--- config.mk ---
export PLATFORM = sky130hd
export DESIGN_NAME = nfc_wb_slave
export DESIGN_NICKNAME = d
export VERILOG_FILES = /design/src/rtl/nfc_wb_slave.sv
export SDC_FILE = /design/constraint.sdc
export NUM_CORES = 1
export LEC_CHECK = 0
export ABC_CLOCK_PERIOD_IN_PS = 14800
export CORE_MARGIN = 2
export CORE_UTILIZATION = 45
export DETAILED_ROUTE_END_ITERATION = 7
export GPL_TIMING_DRIVEN = 0
export PLACE_DENSITY = 0.7
export REMOVE_ABC_BUFFERS = 1
export SETUP_SLACK_MARGIN = 0.4
export SKIP_CTS_REPAIR_TIMING = 1
export SLEW_MARGIN = 40
export SYNTH_ARGS = -nofsm -noshare
export SYNTH_HDL_FRONTEND = slang
export SYNTH_SLANG_ARGS = --single-unit
--- constraint.sdc ---
create_clock -name clk_i -period 14.8 [get_ports clk_i]
set_input_delay 2.96 -clock clk_i [delete_from_list [all_inputs] [get_ports clk_i]]
set_output_delay 2.96 -clock clk_i [all_outputs]
set_load 0.1 [all_outputs]
--- src/rtl/nfc_wb_slave.sv ---
// rtl/nfc_wb_slave.sv - Wishbone classic slave front-end of the NAND flash controller
module nfc_wb_slave #(
    parameter int DW         = 32,
    parameter int AW         = 4,
    parameter int FIFO_DEPTH = 16
) (
    input  logic          clk_i,
    input  logic          rst_i,
    input  logic          wb_cyc_i,
    input  logic          wb_stb_i,
    input  logic          wb_we_i,
    input  logic [AW-1:0] wb_adr_i,
    input  logic [DW-1:0] wb_dat_i,
    output logic [DW-1:0] wb_dat_o,
    output logic          wb_ack_o,
    output logic          eng_cmd_valid,
    input  logic          eng_cmd_ready,
    output logic [7:0]    eng_opcode,
    output logic [31:0]   eng_addr,
    input  logic          eng_done,
    input  logic          eng_err,
    output logic          tx_valid,
    input  logic          tx_ready,
    output logic [DW-1:0] tx_data,
    input  logic          rx_valid,
    output logic          rx_ready,
    input  logic [DW-1:0] rx_data,
    output logic          irq_o
);

    // Pointer width (at least one bit) and occupancy count width.
    localparam int PW = (FIFO_DEPTH > 1) ? $clog2(FIFO_DEPTH) : 1;
    localparam int CW = $clog2(FIFO_DEPTH) + 1;
    localparam logic [CW-1:0] FULL_CNT = CW'(FIFO_DEPTH);

    localparam logic [AW-1:0] A_CMD    = AW'(0);
    localparam logic [AW-1:0] A_ADDR   = AW'(1);
    localparam logic [AW-1:0] A_STATUS = AW'(2);
    localparam logic [AW-1:0] A_DATA   = AW'(3);
    localparam logic [AW-1:0] A_IRQ_EN = AW'(4);

    typedef enum logic {
        WB_IDLE,
        WB_ACK
    } wb_state_t;

    typedef enum logic [1:0] {
        C_IDLE,
        C_ISSUE,
        C_BUSY
    } cmd_state_t;

    wb_state_t     wb_state_q;
    logic [DW-1:0] wb_dat_q;
    logic [DW-1:0] rd_mux;

    cmd_state_t    cmd_state_q;
    logic          eng_cmd_valid_q;
    logic [7:0]    opcode_q;
    logic [31:0]   eng_addr_q;
    logic [31:0]   addr_q;

    // Sticky STATUS bits 5:1 held as [4:0]: done, err, cmd_ovr, tx_ovf, rx_unf.
    logic [4:0]    sticky_q;
    logic [4:0]    sticky_d;
    logic [4:0]    sticky_set;
    logic [4:0]    sticky_clr;
    logic [4:0]    irq_en_q;
    logic          irq_q;

    logic [DW-1:0] tx_mem [FIFO_DEPTH];
    logic [PW-1:0] tx_wptr_q, tx_rptr_q;
    logic [CW-1:0] tx_cnt_q, tx_cnt_d;
    logic [DW-1:0] rx_mem [FIFO_DEPTH];
    logic [PW-1:0] rx_wptr_q, rx_rptr_q;
    logic [CW-1:0] rx_cnt_q, rx_cnt_d;
    logic          rx_ready_q;

    logic          req, wr, rd;
    logic          wr_cmd, wr_addr, wr_status, wr_data, wr_irq_en, rd_data;
    logic          busy, tx_full, tx_empty, rx_full, rx_empty;
    logic          tx_push, tx_pop, rx_push, rx_pop;
    logic          done_set, err_set, cmd_ovr_set, tx_ovf_set, rx_unf_set;
    logic [31:0]   status_w;

    // A new access is only recognised while no acknowledge is outstanding.
    assign req       = wb_cyc_i & wb_stb_i & (wb_state_q == WB_IDLE);
    assign wr        = req & wb_we_i;
    assign rd        = req & ~wb_we_i;
    assign wr_cmd    = wr & (wb_adr_i == A_CMD);
    assign wr_addr   = wr & (wb_adr_i == A_ADDR);
    assign wr_status = wr & (wb_adr_i == A_STATUS);
    assign wr_data   = wr & (wb_adr_i == A_DATA);
    assign wr_irq_en = wr & (wb_adr_i == A_IRQ_EN);
    assign rd_data   = rd & (wb_adr_i == A_DATA);

    assign busy     = (cmd_state_q != C_IDLE);
    assign tx_full  = (tx_cnt_q == FULL_CNT);
    assign tx_empty = (tx_cnt_q == '0);
    assign rx_full  = (rx_cnt_q == FULL_CNT);
    assign rx_empty = (rx_cnt_q == '0);

    // A pop in the same cycle frees a slot, so a push into a full FIFO is legal then.
    assign tx_pop  = tx_ready & ~tx_empty;
    assign tx_push = wr_data & (~tx_full | tx_pop);
    assign rx_pop  = rd_data & ~rx_empty;
    assign rx_push = rx_valid & (~rx_full | rx_pop);

    assign done_set    = (cmd_state_q == C_BUSY) & eng_done;
    assign err_set     = done_set & eng_err;
    assign cmd_ovr_set = wr_cmd & busy;
    assign tx_ovf_set  = wr_data & tx_full & ~tx_pop;
    assign rx_unf_set  = rd_data & rx_empty;

    assign sticky_set = {rx_unf_set, tx_ovf_set, cmd_ovr_set, err_set, done_set};
    assign sticky_clr = wr_status ? wb_dat_i[5:1] : 5'b0;
    // A set event in the same cycle as a clear keeps the bit set.
    assign sticky_d   = (sticky_q & ~sticky_clr) | sticky_set;

    assign status_w = {8'b0, 8'(rx_cnt_q), 8'(tx_cnt_q), rx_empty, tx_full, sticky_q, busy};

    // Read data selection, captured into wb_dat_o on the detect cycle.
    always_comb begin
        rd_mux = '0;
        case (wb_adr_i)
            A_CMD:    rd_mux = DW'(opcode_q);
            A_ADDR:   rd_mux = DW'(addr_q);
            A_STATUS: rd_mux = DW'(status_w);
            A_DATA:   rd_mux = rx_empty ? '0 : rx_mem[rx_rptr_q];
            A_IRQ_EN: rd_mux = DW'({irq_en_q, 1'b0});
            default:  rd_mux = '0;
        endcase
    end

    // Occupancy next-state for both FIFOs.
    always_comb begin
        tx_cnt_d = tx_cnt_q;
        rx_cnt_d = rx_cnt_q;
        if (tx_push && !tx_pop) tx_cnt_d = tx_cnt_q + CW'(1);
        if (!tx_push && tx_pop) tx_cnt_d = tx_cnt_q - CW'(1);
        if (rx_push && !rx_pop) rx_cnt_d = rx_cnt_q + CW'(1);
        if (!rx_push && rx_pop) rx_cnt_d = rx_cnt_q - CW'(1);
    end

    // Bus handshake: ack exactly one cycle after each detected request.
    always_ff @(posedge clk_i or posedge rst_i) begin
        if (rst_i) begin
            wb_state_q <= WB_IDLE;
            wb_dat_q   <= '0;
        end else if (req) begin
            wb_state_q <= WB_ACK;
            wb_dat_q   <= rd_mux;
        end else begin
            wb_state_q <= WB_IDLE;
        end
    end

    // Command FSM: offer the latched opcode/address to the engine, then wait for completion.
    always_ff @(posedge clk_i or posedge rst_i) begin
        if (rst_i) begin
            cmd_state_q     <= C_IDLE;
            eng_cmd_valid_q <= 1'b0;
            opcode_q        <= '0;
            eng_addr_q      <= '0;
        end else begin
            case (cmd_state_q)
                C_IDLE: begin
                    if (wr_cmd) begin
                        opcode_q        <= wb_dat_i[7:0];
                        eng_addr_q      <= addr_q;
                        eng_cmd_valid_q <= 1'b1;
                        cmd_state_q     <= C_ISSUE;
                    end
                end
                C_ISSUE: begin
                    if (eng_cmd_ready) begin
                        eng_cmd_valid_q <= 1'b0;
                        cmd_state_q     <= C_BUSY;
                    end
                end
                C_BUSY: begin
                    if (eng_done) cmd_state_q <= C_IDLE;
                end
                default: begin
                    eng_cmd_valid_q <= 1'b0;
                    cmd_state_q     <= C_IDLE;
                end
            endcase
        end
    end

    // Host registers, sticky status and the registered interrupt.
    always_ff @(posedge clk_i or posedge rst_i) begin
        if (rst_i) begin
            addr_q   <= '0;
            irq_en_q <= '0;
            sticky_q <= '0;
            irq_q    <= 1'b0;
        end else begin
            if (wr_addr)   addr_q   <= wb_dat_i[31:0];
            if (wr_irq_en) irq_en_q <= wb_dat_i[5:1];
            sticky_q <= sticky_d;
            irq_q    <= |(sticky_q & irq_en_q);
        end
    end

    // TX FIFO pointers and count.
    always_ff @(posedge clk_i or posedge rst_i) begin
        if (rst_i) begin
            tx_wptr_q <= '0;
            tx_rptr_q <= '0;
            tx_cnt_q  <= '0;
        end else begin
            if (tx_push) tx_wptr_q <= tx_wptr_q + PW'(1);
            if (tx_pop)  tx_rptr_q <= tx_rptr_q + PW'(1);
            tx_cnt_q <= tx_cnt_d;
        end
    end

    // TX FIFO storage.
    always_ff @(posedge clk_i) begin
        if (tx_push) tx_mem[tx_wptr_q] <= wb_dat_i;
    end

    // RX FIFO pointers, count and registered ready.
    always_ff @(posedge clk_i or posedge rst_i) begin
        if (rst_i) begin
            rx_wptr_q  <= '0;
            rx_rptr_q  <= '0;
            rx_cnt_q   <= '0;
            rx_ready_q <= 1'b0;
        end else begin
            if (rx_push) rx_wptr_q <= rx_wptr_q + PW'(1);
            if (rx_pop)  rx_rptr_q <= rx_rptr_q + PW'(1);
            rx_cnt_q   <= rx_cnt_d;
            rx_ready_q <= (rx_cnt_d != FULL_CNT);
        end
    end

    // RX FIFO storage.
    always_ff @(posedge clk_i) begin
        if (rx_push) rx_mem[rx_wptr_q] <= rx_data;
    end

    assign wb_dat_o      = wb_dat_q;
    assign wb_ack_o      = (wb_state_q == WB_ACK);
    assign eng_cmd_valid = eng_cmd_valid_q;
    assign eng_opcode    = opcode_q;
    assign eng_addr      = eng_addr_q;
    assign tx_valid      = ~tx_empty;
    assign tx_data       = tx_empty ? '0 : tx_mem[tx_rptr_q];
    assign rx_ready      = rx_ready_q;
    assign irq_o         = irq_q;

endmodule
# == Yosys cells after proc, flatten, opt, wreduce, memory -nomap -nowiden ==
# Memories as Yosys holds them, arrays and structs flattened.
# Cells that the tools add are included.
# classes
n_bitwise,34
n_mux,20
add_sub_neg,8
eq_ne,12
n_reduce_logical,18
# op_table
operator,count
one-hot mux 32 bit (5 select lines),1
2-to-1 mux 32 bit,2
2-to-1 mux 5 bit,5
AND 1 bit,20
adder 4 x 1 -> 4 bit (second input constant),4
adder 5 x 1 -> 5 bit (second input constant),2
AND 5 bit,2
equality test 5 bit (second input constant),2
logical NOT 5 bit,2
subtractor 5 x 1 -> 5 bit (second input constant),2
equality test 4 x 2 -> 1 bit (second input constant),2
inverter 1 bit,8
2-to-1 mux 1 bit,7
2-to-1 mux 2 bit,3
inequality test 2 bit (second input constant),3
one-hot mux 2 bit (3 select lines),1
AND reduction 3 bit,2
inequality test 5 bit (second input constant),1
inverter 5 bit,1
OR 5 bit,1
OR reduction 5 bit,1
equality test 4 x 1 -> 1 bit (second input constant),1
equality test 4 x 3 -> 1 bit (second input constant),1
logical AND 1 bit,4
9 further kinds,14
# word_totals
n_memories,2
mem_bits_rw,1024
wordCells,111
reg_bits,146
# memory_table
memory,depth,width,rd,rd_clocked_by_memory_dff,write_ports,line,text
rx_mem,16,32,1,0,1,74,logic [DW-1:0] rx_mem [FIFO_DEPTH];
tx_mem,16,32,1,0,1,71,logic [DW-1:0] tx_mem [FIFO_DEPTH];

# == Logic depth before layout (Yosys ltp) ==
# depth
depth_word,11
mapped_depth,13
depth_no_buf,12

# == Worst setup path before layout ==
# OpenSTA, ideal clock, no wires.
# synth_path
kind,input to register
from,input wb_adr_i[0]
to,memory rx_mem[7][0] (enable)
t_required_ps,14332
t_arrival_ps,6409
setup_time_ps,468
cell_stages,7
slack_ps,7923
cell_sequence,buf_2 -> and4bb_2 -> a21o_1 -> and2_1 -> buf_2 -> nand2_1 -> nor3b_1
# synth_via
elab_chain_len,7
# synth_rtl
element,line,text
"start, declared",12,"input logic [AW-1:0] wb_adr_i,"
equality test 4 x 2 -> 1 bit,95,assign rd_data = rd & (wb_adr_i == A_DATA);
AND 1 bit,95,
AND 1 bit,106,assign rx_pop = rd_data & ~rx_empty;
OR 1 bit,107,assign rx_push = rx_valid & (~rx_full | rx_pop);
AND 1 bit,107,
2-to-1 mux 1 bit,242,if (rx_push) rx_mem[rx_wptr_q] <= rx_data;
2-to-1 mux 1 bit (implied by the code),242,
"end, declared",74,
# No other way between the ends.

# == Worst setup path after layout ==
# layout_path
from,register tx_rptr_q[0]
to,output tx_data[7]
# layout_via
elab_chain_len,2
# layout_rtl
element,line,text
"start, declared",72,"logic [PW-1:0] tx_wptr_q, tx_rptr_q;"
"start signal, assigned",215,if (tx_pop) tx_rptr_q <= tx_rptr_q + PW'(1);
memory (16 x 32 bit),n/a,
2-to-1 mux 32 bit,251,assign tx_data = tx_empty ? '0 : tx_mem[tx_rptr_q];
"end, declared",24,"output logic [DW-1:0] tx_data,"
# No other way between the ends.

==> summary.md <==
| Metric | Value |
|---|---|
| Synth warnings | 0 |
| Worst-Margin Slew | 808 ps |
| DP HPWL | 71400 um |
| Final setup vio count | 0 |
| Routed WL | 109000 um |
| CP Class | register to output port |
| Slew margin rel. | 46.0% |
| Initial antenna violation count | 9 |
| Congestion Overflow GR | 0 |
| Initial core utilization | 45.4% |
| WP data arrival | 3810 ps |
| Die W | 322 um |
| Worst min path class | register to register |
| Commonest non-fill, non-tap cell in the layout | edfxtp_1 |
| Core area | 0.100 mm^2 |
| Avg Inst Size Synth | 21.5 um^2 |
| CP max FO | 26 |
| Die area | 0.104 mm^2 |
| Outcome | finished, final reports clean |
| IO Count | 187 |
| Total track usage | 21.1% |
| Maximum vdd ir drop | 0.166 mV |
| Tmin final | 6770 ps |
| Max Cap Viol | 0 |
| Fmax | 0.148 GHz |
| Number of synthesized register bits | 1170 |
| Synthesized area | 0.0454 mm^2 |
| Synth Flop Type | edfxtp_1 |
| H-Tree Depth | 3 |
| First-pass GRT wire length | 159000 um |
| Synth area leader | edfxtp_1 |
| Post-synth ARST share | 12.5% |
| Leak Pwr | 18.1 nW |
| Net Sw Frac | 31.5% |
| Vias | 22558 |
| CTS max path bufs | 3 |
| Fill count | 7462 |
| CTS Sinks | 1170 |
| Hold Fails Final Rpt | 0 |
| Share of layout cells above drive strength 1 | 34.5% |
| Reg power frac | 42.1% |
| Port bufs | 186 |
| Clock Power Share | 31.4% |
| RD Place Congestion | 0.794 |
| Clock Pin Slew Worst Setup and Hold Paths | 60 ps |
| Nets | 2509 |
| # rows | 116 |
| Remaining DRCs | 0 |
| Area growth, synth to finish | 18.1% |
| Clock Tree Root | clkbuf_16 |
| Final Max Slew Viols | 0 |
| Synth cell types | 55 |
| Skew-Pair Late Insertion Delay | 690 ps |
| Clock skew | 40.2 ps |
| Die Span Y | 322 um |
| Iter 0 DRT Violations | 2413 |
| Post-synthesis cell count | 2112 |
| Largest net degree at the start of global routing | 72 |
| Fin crit share | 45.7% |
| Num CTS Buffers | 111 |
| Worst path required time | 11840 ps |
| Worst setup SP type | register |
| Gate power share | 26.5% |
| Vias in the first global route | 23170 |
| Power Internal | 6.47 mW |
| Yosys top cell area share | 67.7% |
| Total negative slack | 0 ps |
| Drt wl/cell | 28.5 um |
| CTS tree | done |
| CP Capture Type | output port |
| Total power draw | 9.45 mW |
| RSZ-0062 raised after global routing | false |
| Post-synth EDFFs | 1024 |
| Vias/cell | 5.91 |
| Top cells by area, synth | edfxtp_1 (68%), mux4_2 (14%), dfrtp_1 (8.0%), mux2_2 (2.6%), and2_1 (0.56%) |
| 1st-pass router iterations | 6 |
| Antenna Nets Post-Route | 0 |
| Sw Pwr | 2.98 mW |
| Seq/Total Area, Yosys | 75.7% |
| Commonest cells after routing, fill and taps aside | edfxtp_1 (1024), mux4_2 (288), dfrtp_1 (139) |
| Pwr/cell area | 176 mW/mm^2 |
[power groups by stage]
stage	sequential (mW)	clock [mW]	combinational [mW]
2_1_floorplan	4.26	0	1.79
3_3_place_gp	4.29	0	2.49
3_5_place_dp	4.04	0	2.53
4_1_cts	3.98	3.01	2.54
5_1_grt	4.00	3.14	2.64
6_report	3.98	2.97	2.51
[critical path, cell delays in order, from the launching register on]
cell and delay, ps:
dfrtp_4 690, buf_12 270, buf_12 270, buf_12 270
mux4_2 550, mux4_2 490, and2_1 230, buf_2 310
[through the flow]
step           util, %  hold slack [ps]  instances  setup WS (ps)  cell area [um^2]
6_report          53.6              479       3815           8030             53700
5_1_grt           53.6              516       3811           7820             53600
4_1_cts           53.6              479       3810           7930             53600
3_5_place_dp      49.7              464       3600           7930             49800
3_3_place_gp      48.3              466       3477           2500             48400
2_1_floorplan        -              472       1993           5240             44900
[routing by layer]
layer	GRT usage [%]	wire [um]	up-vias
met5	0	86	-
met4	6.14	2400	14
met3	4.88	9040	190
met2	35.5	55200	1002
met1	27.7	42200	11976
li1	-	-	9376
[final timing paths]
path | from | endpoint | slack, ps | cells past startpoint
min | wb_dat_o[30] | wb_dat_o[30] | 480 | 2
max reg2reg | wb_ack_o | tx_mem[0][31] | 11200 | 7
max in group asynchronous | rst_i | tx_rptr_q[1] | 11130 | 4
min reg2reg | wb_dat_o[30] | wb_dat_o[30] | 480 | 2
min in group asynchronous | rst_i | wb_dat_o[27] | 2600 | 2
max | tx_rptr_q[0] | tx_data[7] | 8030 | 7
[layout make-up]
type / instances / area [um^2] / share of cell area, %
Antenna cell: 5 / 12.5 / 0.0233
Clock buffer: 139 / 3080 / 5.74
Clock inverter: 71 / 811 / 1.51
Inverter: 14 / 60.1 / 0.112
Multi-Input combinational cell: 809 / 10700 / 19.9
Sequential cell: 1170 / 34400 / 64.2
Tap cell: 1298 / 1620 / 3.03
Timing Repair Buffer: 309 / 2990 / 5.57
[cell usage after synthesis, drive strengths merged (3+ instances only)]
| library cell | count |
|---|---|
| edfxtp | 1024 |
| mux4 | 288 |
| dfrtp | 146 |
| mux2 | 106 |
| clkbuf | 60 |
| buf | 59 |
| nor2 | 51 |
| and2 | 41 |
| nand2 | 40 |
| o21ai | 33 |
| nand3 | 32 |
| a22o | 26 |
| a22oi | 24 |
| a221oi | 16 |
| ha | 16 |
| xnor2 | 15 |
| inv | 14 |
| a21oi | 12 |
| mux2i | 11 |
| nor3 | 9 |
| xor2 | 7 |
| a211o | 6 |
| and3 | 6 |
| nand2b | 6 |
| nand4 | 6 |
| nor3b | 5 |
| or3 | 5 |
| and4 | 4 |
| nand3b | 4 |
| nand4bb | 4 |
| nor2b | 4 |
| nor4 | 4 |
| a222oi | 3 |
| o22ai | 3 |
| o311ai | 3 |
[state kept, by name (all words and copies together) (netlist names), 2 cells and up]
register and flops:
wb_dat_o 32, irq_en_q 5, tx_rptr_q 4, rx_wptr_q 4, eng_opcode 8, rx_rptr_q 4
rx_mem 512, sticky_q 5, eng_addr 32, rx_cnt_q 5, cmd_state_q 2, tx_cnt_q 5
tx_mem 512, tx_wptr_q 4, addr_q 32
[cells by family after synthesis]
| kind of cell | Yosys count | share of synthesized area, % |
|---|---|---|
| AO/OA/AOI/OAI | 138 | 2.19 |
| multiplexers | 405 | 17.1 |
| adder cells (fa/ha/maj) | 16 | 0.441 |
| flip-flops | 1170 | 75.7 |
| buffers and inverters | 133 | 1.37 |
| XOR/XNOR | 22 | 0.424 |
| AND/OR/NAND/NOR | 228 | 2.73 |
(Power assumes the default switching activity.)
